--- src/rtl/pipe_hazard_ctrl.sv ---
`default_nettype none
// ============================================================================
// pipe_hazard_ctrl - RV32 5-stage pipeline control: enables, flushes, watchdog
// Rev 1.0
// ============================================================================
module pipe_hazard_ctrl #(
  parameter int TIMEOUT = 255,
  parameter int CNT_W   = 32
) (
  input  logic             clk,
  input  logic             rst,
  input  logic [4:0]       rs1_ID,
  input  logic [4:0]       rs2_ID,
  input  logic             use_rs1_ID,
  input  logic             use_rs2_ID,
  input  logic [4:0]       rd_EX,
  input  logic             memread_EX,
  input  logic             branch_taken_EX,
  input  logic             dmem_req_MEM,
  input  logic             dmem_ready,
  output logic             pc_en,
  output logic             ifid_en,
  output logic             ifid_flush,
  output logic             idex_en,
  output logic             idex_flush,
  output logic             exmem_en,
  output logic             memwb_flush,
  output logic [1:0]       state,
  output logic             mem_timeout,
  output logic [CNT_W-1:0] stall_cnt,
  output logic [CNT_W-1:0] flush_cnt
);

  localparam int WAIT_W = (TIMEOUT < 1) ? 1 : $clog2(TIMEOUT + 1);

  localparam logic [1:0] C_RUN      = 2'd0;
  localparam logic [1:0] C_MEM_WAIT = 2'd1;
  localparam logic [1:0] C_ERROR    = 2'd2;

  localparam logic [WAIT_W-1:0] C_TIMEOUT = WAIT_W'(TIMEOUT);

  logic [1:0]        state_q, state_d;
  logic [WAIT_W-1:0] wait_cnt_q, wait_cnt_d;
  logic              mem_timeout_q, mem_timeout_d;
  logic [CNT_W-1:0]  stall_cnt_q, stall_cnt_d;
  logic [CNT_W-1:0]  flush_cnt_q, flush_cnt_d;

  logic w_in_error;
  logic w_mem_stall;
  logic w_load_use;
  logic w_branch_cycle;

  assign w_in_error  = (state_q == C_ERROR);
  assign w_mem_stall = dmem_req_MEM && !dmem_ready;
  assign w_load_use  = memread_EX && (rd_EX != 5'd0) &&
                       ((use_rs1_ID && (rs1_ID == rd_EX)) ||
                        (use_rs2_ID && (rs2_ID == rd_EX)));
  // A branch held during a memory stall only takes effect once the stall clears.
  assign w_branch_cycle = branch_taken_EX && !w_mem_stall && !w_in_error;

  // State register
  always_ff @(posedge clk) begin
    if (rst) begin
      state_q       <= C_RUN;
      wait_cnt_q    <= '0;
      mem_timeout_q <= 1'b0;
      stall_cnt_q   <= '0;
      flush_cnt_q   <= '0;
    end else begin
      state_q       <= state_d;
      wait_cnt_q    <= wait_cnt_d;
      mem_timeout_q <= mem_timeout_d;
      stall_cnt_q   <= stall_cnt_d;
      flush_cnt_q   <= flush_cnt_d;
    end
  end

  // Next-state logic
  always_comb begin
    state_d       = state_q;
    wait_cnt_d    = wait_cnt_q;
    mem_timeout_d = mem_timeout_q;
    case (state_q)
      C_RUN: begin
        if (w_mem_stall) begin
          state_d    = C_MEM_WAIT;
          wait_cnt_d = WAIT_W'(1);
        end
      end
      C_MEM_WAIT: begin
        if (w_mem_stall) begin
          if (wait_cnt_q == C_TIMEOUT) begin
            state_d       = C_ERROR;
            mem_timeout_d = 1'b1;
          end else begin
            wait_cnt_d = wait_cnt_q + WAIT_W'(1);
          end
        end else begin
          state_d    = C_RUN;
          wait_cnt_d = '0;
        end
      end
      C_ERROR: begin
        state_d = C_ERROR;
      end
      default: begin
        state_d    = C_RUN;
        wait_cnt_d = '0;
      end
    endcase
  end

  // Output logic
  always_comb begin
    pc_en       = 1'b1;
    ifid_en     = 1'b1;
    ifid_flush  = 1'b0;
    idex_en     = 1'b1;
    idex_flush  = 1'b0;
    exmem_en    = 1'b1;
    memwb_flush = 1'b0;
    if (rst) begin
      ifid_flush  = 1'b1;
      idex_flush  = 1'b1;
      memwb_flush = 1'b1;
    end else if (w_in_error || w_mem_stall) begin
      pc_en       = 1'b0;
      ifid_en     = 1'b0;
      idex_en     = 1'b0;
      exmem_en    = 1'b0;
      memwb_flush = 1'b1;
    end else if (branch_taken_EX) begin
      ifid_flush = 1'b1;
      idex_flush = 1'b1;
    end else if (w_load_use) begin
      pc_en      = 1'b0;
      ifid_en    = 1'b0;
      idex_flush = 1'b1;
    end
  end

  // Saturating performance counters, frozen in ERROR
  always_comb begin
    stall_cnt_d = stall_cnt_q;
    flush_cnt_d = flush_cnt_q;
    if (!w_in_error && !pc_en && (stall_cnt_q != '1))
      stall_cnt_d = stall_cnt_q + CNT_W'(1);
    if (w_branch_cycle && (flush_cnt_q != '1))
      flush_cnt_d = flush_cnt_q + CNT_W'(1);
  end

  assign state       = state_q;
  assign mem_timeout = mem_timeout_q;
  assign stall_cnt   = stall_cnt_q;
  assign flush_cnt   = flush_cnt_q;

endmodule
`default_nettype wire

--- config.mk ---
export PLATFORM = sky130hd
export DESIGN_NAME = pipe_hazard_ctrl
export DESIGN_NICKNAME = d
export VERILOG_FILES = /design/src/rtl/pipe_hazard_ctrl.sv
export SDC_FILE = /design/constraint.sdc
export NUM_CORES = 1
export LEC_CHECK = 0
export CORE_UTILIZATION = 50
export CTS_BUF_LIST = sky130_fd_sc_hd__clkbuf_4 sky130_fd_sc_hd__clkbuf_8 sky130_fd_sc_hd__clkbuf_16
export DETAILED_ROUTE_END_ITERATION = 16
export PLACE_DENSITY = 0.81
export SYNTH_ARGS = -nofsm -noshare
export SYNTH_HDL_FRONTEND = slang
export SYNTH_SLANG_ARGS = --single-unit
--- constraint.sdc ---
create_clock -name clk -period 3.1 [get_ports clk]
set_clock_uncertainty 0.1 [all_clocks]
set_input_delay 0.62 -clock clk [delete_from_list [all_inputs] [get_ports clk]]
set_output_delay 0.62 -clock clk [all_outputs]
set_load 0.005 [all_outputs]
==> results of run 1 <==
==> registers in the layout (all words and copies together), names as in the netlist <==
name / cells
stall_cnt: 32
wait_cnt_q: 8
state: 2
mem_timeout: 1
flush_cnt: 32
==> cell families (layout without fill, tap and decap cells) <==
group                      Yosys count  in the layout  share of synthesized area
AOI/OAI and AO/OA                   92             92                      0.150
xor gates and xnor gates            41             41                     0.0917
adders and majority gates            3              3                    0.00958
buffers and inverters               31            134                     0.0409
DFF                                 75             75                      0.383
muxes                                3              3                     0.0102
and+or+nand+nor                    227            227                      0.315
==> metal layers <==
metal | share of wire | vias to the layer above | wire, microns | track usage
met3 | 0.056 | 18 | 558 | 0.0581
met4 | 0.019 | 0 | 193 | 0.106
met2 | 0.50 | 118 | 5010 | 0.431
met5 | 0 | - | 0 | 0
met1 | 0.42 | 1801 | 4230 | 0.280
li1 | - | 1931 | - | -
==> through the flow <==
stage / setup TNS (ps) / area, sq um / hold slack, ps
2_1_floorplan: 0 / 3920 / 342
3_3_place_gp: -475 / 4980 / 332
3_5_place_dp: -622 / 4980 / 337
4_1_cts: -72.4 / 5180 / 348
5_1_grt: -24.9 / 5200 / 401
6_report: 0 / 5200 / 344
==> cells in the final DEF, fill, tap and decap left out, types with 2 or more instances in the layout <==
cell             instances
and4_1                   6
mux2_4                   2
nand3_1                 33
clkdlybuf4s50_1         90
or4_1                   19
xor2_1                  14
nor4_1                   4
and2_1                   9
o21ai_1                  2
clkbuf_8                10
inv_1                    8
or3_1                   13
nand4_1                 19
nand2_2                  2
xnor2_1                 26
buf_4                   13
nor2_1                  49
nor3b_1                  4
nand2b_1                 2
a21oi_1                 40
dlygate4sd2_1            4
o31ai_1                 17
nor3_1                  15
a31o_2                   2
o41ai_1                  2
dfxtp_1                 75
o2111ai_1                2
clkinvlp_4               4
ha_1                     3
nand2_1                 32
o311ai_0                 3
and3_1                   8
o21ai_0                 14
o21a_1                   2
nor2b_1                  4
==> layout make-up <==
class,count,area [sq um],area share
multi-input combinational,366,2270,0.437
sequential,75,1500,0.289
timing repair buffer,110,1070,0.206
clock buffer,10,138,0.0265
tap,99,124,0.0238
clock inverter,6,65.1,0.0125
inverter,8,30.0,0.00578
==> critical path, delay by kind of cell <==
family	cells	cell delay [ps]
AND/OR/NAND/NOR	2	230
buffers and inverters	3	880
XOR/XNOR	1	100
AO/OA/AOI/OAI	2	490
==> cell usage after synthesis (2+ instances only) <==
cell       instances
dfxtp_1           75
nor2_1            49
a21oi_1           40
nand2_1           33
nand3_1           33
xnor2_1           27
nand4_1           19
or4_1             19
o31ai_1           17
nor3_1            15
o21ai_0           15
xor2_1            14
or3_1             13
clkbuf_1          10
and2_1             9
and3_1             8
inv_1              8
and4_1             6
buf_2              5
buf_4              4
nor2b_1            4
nor3b_1            4
nor4_1             4
buf_6              3
ha_1               3
o311ai_0           3
a31o_2             2
mux2_4             2
nand2b_1           2
o2111ai_1          2
o21a_1             2
o21ai_1            2
o41ai_1            2
==> repair_timing <==
| action | CTS | global route |
|---|---|---|
| gates resized for setup | 6 | 3 |
| pin swaps | 2 | 3 |
| buffers inserted | 0 | 1 |
| endpoints found under the setup margin | 3 | 3 |
==> worst paths after layout <==
| path | end | slack (ps) | depth (start not counted) |
|---|---|---|---|
| worst min-delay path | mem_timeout | 340 | 2 |
| worst max-delay path | ifid_en | 60 | 8 |
| worst min register to register | mem_timeout | 340 | 2 |
| worst max register to register | stall_cnt[28] | 680 | 6 |
==> where the power goes <==
part / switching (W) / internal (W)
clock: 0.000364 / 0.000392
combinational: 0.0000692 / 0.0000729
sequential: 0.00000737 / 0.000967
==> impl_results.md, run 1 <==
- Fillers: 601
- Worst path cell trace: clkdlybuf4s50_1 > buf_4 > xnor2_2 > nand4_1 > o22ai_2 > nand2_2 > a31o_2 > dlygate4sd2_1
- Die area: 8190 sq um
- Critical Path Slowest Stage Cell: clkdlybuf4s50_1
- Antenna violations before repair: 0
- Area share of the largest cell type after synthesis: 0.383
- Worst-path clk slew: 70 ps
- Iteration-0 DRC Markers: 149
- Layout Utilization: 0.702
- Clock Sinks: 75
- Final Setup Violations: 0
- Crit Path Max Fanout: 2
- Mapped Cells: 472
- Post-synthesis async set-or-reset flop share: 0
- P_leak: 1.66 nW
- Netlist cell types: 51
- FP Rows: 31
- Clock buffer depth: 2
- Final min period: 3040 ps
- Worst-margin pin slew: 596 ps
- CTS buffer count: 9
- Worst flop-to-flop path startpoint: stall_cnt[0]
- Placed Cells: 657
- Sequential area share after synthesis: 0.383
- # hold bufs at CTS: 0
- VDD IR max: 0.329 mV
- DIE HEIGHT: 90.5 microns
- Setup slack at placement: -237 ps
- Most used DFF post-synth: dfxtp_1
- Vias in the first global route: 3593
- Number of max-cap violations: 0
- Nets: 596
- Final critical-path share of the clock period: 0.982
- Avg Cell Area, Syn: 8.30 sq um
- Non-filler instance count after layout: 674
- Critical Path Start Type: primary input
- CP Data Required Time: 2380 ps
- Grt total ovfl: 0
- Final hold violation count: 0
- Post-synth top area cell: dfxtp_1
- YS warnings: 0
- Slack of the critical path: 55.2 ps
- Diodes inserted: 0
- Status: completed
- Final GP Congestion: 0.869
- Vias: 3868
- IO Port Bufs: 96
- Core area: 7410 sq um
- Cell area power density: 360 nW/um^2
- WL final: 9990 microns
- Post-synthesis sequential element count: 75
- Detailed-route wire length per cell: 14.8 microns
- Gr usage total: 0.245
- Worst path arrival time: 2320 ps
- Synth top area cells: dfxtp_1, xnor2_1, a21oi_1
- Root buf cell: clkbuf_8
- Tot Pwr: 0.00187 W
- Crit Path Category: primary input to output port
- Initial core utilization: 0.529
- # IOs: 97
- DRC violations left: 0
- Share of cells above drive strength 1: 0.0835
- Post-synth EDFFs: 0
- DR pass1 iterations: 5
- Max Slew Vio Count: 0
- Syn Nets: 498
- Worst hold start: mem_timeout
- CTS tree: done
- Max-slew headroom: 0.599
- Crit. End Element: output port
- Die width: 90.5 microns
- Skew-Pair Late Insertion Delay: 350 ps
- Layout area overhead: 32.7%
- Post-DP HPWL: 7200 microns
- Worst Hold Class: register to register
- Crit path from: rd_EX[2]
- Syn Std Cell Area: 3920 sq um
- FMAX: 0.328 GHz
- Final ANT Viol Nets: 0
- First-pass GRT wire length: 16400 microns
- H-tree levels: 3
- Largest net degree at the start of global routing: 38
- Crit path largest cell delay: 480 ps
- Drt via density: 5.74
(Power assumes the default switching activity.)
==> run 2, diff against run 1 <==
--- a/config.mk
+++ b/config.mk
@@ -9,6 +9,7 @@
 export CTS_BUF_LIST = sky130_fd_sc_hd__clkbuf_4 sky130_fd_sc_hd__clkbuf_8 sky130_fd_sc_hd__clkbuf_16
 export DETAILED_ROUTE_END_ITERATION = 16
 export PLACE_DENSITY = 0.81
+export SLEW_MARGIN = 40
 export SYNTH_ARGS = -nofsm -noshare
 export SYNTH_HDL_FRONTEND = slang
 export SYNTH_SLANG_ARGS = --single-unit
==> results of run 2 <==
Same layout as run 1: the final DEF is identical, and so are final timing and power.
